`config.mk`:
```
export PLATFORM = sky130hd
export DESIGN_NAME = unsigned_calc_seq_ctrl
export DESIGN_NICKNAME = d
export VERILOG_FILES = /design/src/rtl/unsigned_calc_seq_ctrl.sv
export SDC_FILE = /design/constraint.sdc
export NUM_CORES = 1
export LEC_CHECK = 0
export CAP_MARGIN = 20
export CORE_ASPECT_RATIO = 0.6
export CORE_UTILIZATION = 30
export CTS_CLUSTER_DIAMETER = 200
export DETAILED_ROUTE_END_ITERATION = 16
export PLACE_DENSITY = 0.54
export SYNTH_ARGS = -nofsm -noshare
export SYNTH_HDL_FRONTEND = slang
export SYNTH_SLANG_ARGS = --single-unit
```
`constraint.sdc`:
```
create_clock -name i_clk -period 3.3 [get_ports i_clk]
set_input_delay 0.33 -clock i_clk [delete_from_list [all_inputs] [get_ports i_clk]]
set_output_delay 0.33 -clock i_clk [all_outputs]
set_load 0.01 [all_outputs]
```
`src/rtl/unsigned_calc_seq_ctrl.sv`:
```
// unsigned_calc_seq_ctrl: multi-cycle 7X-3Y+6Z calculator with valid/ready handshakes; CALC_CLAMP_EN clamps negative results to 0
module unsigned_calc_seq_ctrl (
  input  logic       i_clk,
  input  logic       i_rst,
  input  logic       i_valid,
  output logic       o_ready,
  input  logic [3:0] i_au,
  input  logic [3:0] i_bu,
  input  logic [3:0] i_cu,
  output logic       o_valid,
  input  logic       i_ready,
  output logic [7:0] o_fu,
  output logic       o_busy,
  output logic [7:0] o_cnt
);
  typedef enum logic [2:0] {IDLE, S7A, S7B, S3A, S3B, S6A, S6B, DONE} state_t;
  state_t             state_q;
  logic [3:0]         x_q, y_q, z_q;
  logic signed [9:0]  acc_q, acc_d, xe, ye, ze;
  logic [7:0]         fu_q, fu_d, cnt_q;
  logic               valid_q;
  assign xe = signed'({6'd0, x_q});
  assign ye = signed'({6'd0, y_q});
  assign ze = signed'({6'd0, z_q});
  assign acc_d = acc_q + (ze <<< 1);
`ifdef CALC_CLAMP_EN
  assign fu_d = acc_d[9] ? 8'd0 : acc_d[7:0];
`else
  assign fu_d = acc_d[7:0];
`endif
  // Operands are latched at the handshake so later input changes cannot disturb the running sum
  always_ff @(posedge i_clk)
    if (i_rst) begin
      state_q <= IDLE;
      x_q     <= '0;
      y_q     <= '0;
      z_q     <= '0;
      acc_q   <= '0;
      fu_q    <= '0;
      valid_q <= 1'b0;
      cnt_q   <= '0;
    end else
      case (state_q)
        IDLE: if (i_valid) begin
          x_q     <= i_au;
          y_q     <= i_bu;
          z_q     <= i_cu;
          acc_q   <= '0;
          state_q <= S7A;
        end
        S7A: begin acc_q <= xe <<< 3;           state_q <= S7B; end
        S7B: begin acc_q <= acc_q - xe;         state_q <= S3A; end
        S3A: begin acc_q <= acc_q - (ye <<< 1); state_q <= S3B; end
        S3B: begin acc_q <= acc_q - ye;         state_q <= S6A; end
        S6A: begin acc_q <= acc_q + (ze <<< 2); state_q <= S6B; end
        S6B: begin
          acc_q   <= acc_d;
          fu_q    <= fu_d;
          valid_q <= 1'b1;
          state_q <= DONE;
        end
        DONE: if (i_ready) begin
          valid_q <= 1'b0;
          cnt_q   <= cnt_q + 8'd1;
          state_q <= IDLE;
        end
      endcase
  assign o_ready = state_q == IDLE;
  assign o_busy  = state_q != IDLE;
  assign o_valid = valid_q;
  assign o_fu    = fu_q;
  assign o_cnt   = cnt_q;
endmodule

```
==> results.md, run 1 <==
- Summed over all nets, the half-perimeter wirelength after detailed placement is between 5000 and 6000 um.
- The number of antenna violations at the first check in global routing came to 0.
- The overall track demand over capacity in global routing is 15.7%.
- Counting buffers and inverters, the worst setup path is 11 cells deep.
- The fill cell instance count of the final layout is 894.
- Traced cell by cell, the critical path runs through inv_1, nor3_2, mux2_2, ha_1, fa_1, nand2b_1, a21oi_1, nor3_1, xnor2_1, a221oi_1, a31oi_1.
- The number of failing hold endpoints at the final stage came to 0.
- For this design the static power due to leakage is 1.13 nW.
- The total number of vias is 2183.
- Input and output buffers added on the ports amount to 34.
- The first global-routing pass estimated approximately 11000 um of wire.
- In this run the deepest clock path goes through 2 buffers.
- The worst-case IR drop observed on VDD is 0.192 mV.
- The flow ran to the end, and the final reports show no timing, DRC or antenna violations.
- The power density over the cells is 455 mW/mm^2.
- The cell with the largest stage delay on the worst path is mux2_2.
- The area growth from synthesis to layout is 22.4%.
- Synthesis produced ~320 cells.
- The antenna diode count is 0.
- The clock-pin slew reported for the worst setup and hold paths after clock tree synthesis is 60 ps.
- After synthesis, the cell types taking the most area are dfxtp_1, ha_1, nand2_1.
- In the final design database the tool counted 386 nets.
- The critical path is of the flop to flop type.
- The critical path's largest stage delay is 390 ps.
- The post-detailed-route count of antenna-violating nets is 0.
- Setup repair after global routing left no endpoint under its margin.
- The switching power summed over all nets is 0.450 mW.
- Once the clock tree was built, the resizer swapped 0 gates to a different size.
- In the final layout, the share of cells above drive strength 1 is between 6 and 7%.
- The final-report max-slew violation count is 0.
- Of the total power, the share spent switching nets is 31.9%.
- The number of violations reported at the end of detailed-routing iteration 0 is 158.
- The endpoint type of the worst setup path is a flop.
- The total clock sinks is 40.
- Routability-driven placement finished with a final weighted congestion of around 0.84.
- The overall die area is approximately 0.0088 mm^2.
- Measured against its own limit, the worst slew margin works out to 40.5%.
- Yosys mapped the design onto 51 distinct sky130hd cell types.
- The post-layout minimum cycle time is about 2800 ps.
- The tree is rooted in a clkbuf_16.
- Across all hold checks on the routed design, the worst slack comes to 454 ps.
- The share of synthesized area in the top cell type comes to 31.6%.
- The achievable frequency is 0.353 GHz.
- For this run the aggregate overflow at the end of global routing stands at 0.
- On the final layout, the worst clock skew is 7.28 ps.
- Buffers added to address setup during post-CTS repair amount to 0.
- The later pin in the worst-skew pair is clocked with a latency of between 200 and 300 ps.
- The final wirelength is about 6500 um.
- For this run, the number of Yosys warnings is 0.
- The total internal power is 0.960 mW.
- The measured slew at the worst slew-check pin is around 890 ps.
- In the synthesized netlist the dominant register cell turns out to be dfxtp_1.
- The x dimension of the die is 121 um.
- The clock network is responsible for about 33% of the overall power.
- The floorplan step set the die height to about 73 um.
- The family of cells with the greatest summed delay on the critical path is adder cells.
- The max-capacitance violation count is 0.
- The final count of negative-setup-slack endpoints is 0.
- Counting the buffers created by CTS gives 5.
- In this run the count of I/O pins placed on the die edge is 35.
- The number of synthesized flops with an enable pin is 0.
- The hold buffer count at cts is 0.
- The element type at the critical path start is a flop.
- Counting flops and latches in the post-synthesis netlist gives 40.
- After synthesis the cells add up to 0.00253 mm^2.
- The number of H-tree levels is 2.
- The most common cell in the synthesized netlist is nand2_1.
- The number of cells traversed by the worst hold path is 2.
- The routed length per instance is 14.1 um.
- The initialized floorplan defines 25 standard-cell rows.
- The worst endpoint required time is about 3400 ps.
- The library cell with the largest summed area after synthesis is dfxtp_1.
- The data arrival time of the critical path is between 2000 and 3000 ps.
- The post-detailed-route DRC marker count is 0.
- In this run the worst path has a maximum fanout of 6.
- The fraction of power consumed by combinational cells is between 20 and 30%.
- The via count of the first global-routing pass was 1981.
- The pre-antenna-repair detailed-routing pass consisted of 4 iterations.
- The initial core utilization is a little under a third.
- A synthesized cell averages 7.93 um^2.
- The commonest cells after synthesis are nand2_1, dfxtp_1, a21oi_1, nor2_1, ha_1.
- The number of buffer and inverter stages on the critical path is 1.
- The core region is 0.00801 mm^2.
- Entering global routing, the biggest net connects 25 pins.
- The via density per instance is 4.77.
- The number of nets in the synthesized netlist is around 360.
- The cell depth of the worst flop-to-flop path is 11.
- The final critical-path share of the clock period is 85.8%.
- The TritonCTS clock tree is built.
- The post-synthesis sequential area ratio is 31.6%.
- The overall power of the completed layout is approximately 1.4 mW.
- The register share of total power is 39.1%.
- Setup total negative slack on the finished layout was measured at 0 ps.
- For this run, the share of the core covered by cells in the final layout is 38.7%.
- The min-delay analysis places its worst path in the category flop to flop.
- The fraction of registers with async set or reset after synthesis is 0%.
[logic make-up (layout without fill, tap and decap cells)]
kind of cell    Yosys count  in the layout  synth area share (%)
compound gates           75             75                  17.6
xor+xnor                 22             22                  7.61
fa+ha+maj                21             21                  11.6
buf+inv                  33             64                  6.03
flops                    40             40                  31.6
mux                       6              6                  2.52
simple gates            122            122                  23.0
[state kept, by name, summed over array words and instances, names as in the netlist]
| signal | flops |
|---|---|
| acc_q | 8 |
| o_cnt | 8 |
| o_fu | 8 |
| x_q | 4 |
| y_q | 4 |
| z_q | 4 |
| state_q | 3 |
| o_valid | 1 |
[worst paths after layout]
path         slack [ps]                     to               startpoint
max                 470  acc_q[6]$_SDFFE_PP0P_  state_q[2]$_SDFFE_PP0P_
min                 450   o_fu[6]$_SDFFE_PP0P_     o_fu[6]$_SDFFE_PP0P_
max reg2reg         470  acc_q[6]$_SDFFE_PP0P_  state_q[2]$_SDFFE_PP0P_
min reg2reg         450   o_fu[6]$_SDFFE_PP0P_     o_fu[6]$_SDFFE_PP0P_
[layer usage]
layer	global-route usage, %	vias to the layer above	part of all wire, %
met2	19.9	51	34
li1	-	1163	-
met5	0	-	0
met1	25.2	967	61
met3	4.45	2	4.6
met4	2.88	0	0.20
[power groups by stage]
stage | Combinational [mW] | Sequential (mW) | Clock [mW]
floorplan | 0.301 | 0.541 | 0
global placement | 0.377 | 0.560 | 0
detailed placement | 0.385 | 0.561 | 0
CTS | 0.387 | 0.551 | 0.485
global route | 0.437 | 0.556 | 0.506
finish | 0.389 | 0.551 | 0.470
[layout by cell type, fill, tap and decap left out, types with 2 or more instances in the layout]
cell             synthesis  final
xnor2_1                 14     14
o21a_1                   3      3
mux2_2                   3      3
dfxtp_1                 40     40
o21ai_0                  9      9
clkdlybuf4s50_1          0     34
and3_1                   2      2
inv_1                   16     16
nand2b_1                 5      5
xor2_1                   8      8
nor3_2                   3      3
clkbuf_16                0      5
ha_1                    17     17
nand4_1                  2      2
nand3_1                  8      8
a211oi_1                 4      4
mux2i_1                  3      3
clkinv_2                 0      2
o21ai_1                  2      2
buf_4                    1      5
a22oi_1                  2      2
o22ai_1                  5      5
fa_1                     4      4
a31oi_1                  6      6
nor3_1                   7      7
a21oi_1                 35     35
nor2b_1                  4      4
nand2_1                 51     51
nor2_1                  28     28
[cell type report]
type,count,area [um^2],area share (%)
Sequential cell,40,801,25.8
Timing Repair Buffer,39,378,12.2
Clock buffer,5,125,4.04
Tap cell,108,135,4.36
Inverter,17,63.8,2.06
Multi-Input combinational cell,246,1580,50.9
Clock inverter,3,18.8,0.606
[worst register-to-register path, delay by kind of cell (launching register included)]
kind | cells | cell delay [ps]
flip-flops | 1 | 330
adder cells (fa/ha/maj) | 2 | 600
multiplexers | 1 | 390
XOR/XNOR | 1 | 140
buffers and inverters | 1 | 100
AO/OA/AOI/OAI | 3 | 560
AND/OR/NAND/NOR | 3 | 560
[through the flow]
stage               worst slack, ps  cell area (um^2)  cells
floorplan                       583              2530    319
global placement                565              2960    450
detailed placement              513              2960    450
CTS                             502              3100    458
global route                    261              3100    458
finish                          467              3100    458
No activity file was read; power rests on OpenSTA's default activity.
==> run 2: changes to the inputs <==
--- a/config.mk
+++ b/config.mk
@@ -9,6 +9,7 @@
 export CORE_ASPECT_RATIO = 0.6
 export CORE_UTILIZATION = 30
 export CTS_CLUSTER_DIAMETER = 200
+export CTS_CLUSTER_SIZE = 14
 export DETAILED_ROUTE_END_ITERATION = 16
 export PLACE_DENSITY = 0.54
 export SYNTH_ARGS = -nofsm -noshare
==> constraint.sdc (replaced) <==
create_clock -name i_clk -period 3.3 [get_ports i_clk]
set_input_delay 0.33 -clock i_clk [delete_from_list [all_inputs] [get_ports i_clk]]
set_output_delay 0.33 -clock i_clk [all_outputs]
set_load 0.005 [all_outputs]
==> results of run 2 <==
Same layout as run 1 (identical final DEF). Status: finished clean.
==> run 3: changes to the inputs <==
--- a/config.mk
+++ b/config.mk
@@ -12,6 +12,7 @@
 export CTS_CLUSTER_SIZE = 14
 export DETAILED_ROUTE_END_ITERATION = 16
 export PLACE_DENSITY = 0.54
+export SETUP_SLACK_MARGIN = 0.02
 export SYNTH_ARGS = -nofsm -noshare
 export SYNTH_HDL_FRONTEND = slang
 export SYNTH_SLANG_ARGS = --single-unit
==> results of run 3 <==
Same layout as run 1 (identical final DEF). Status: finished clean.
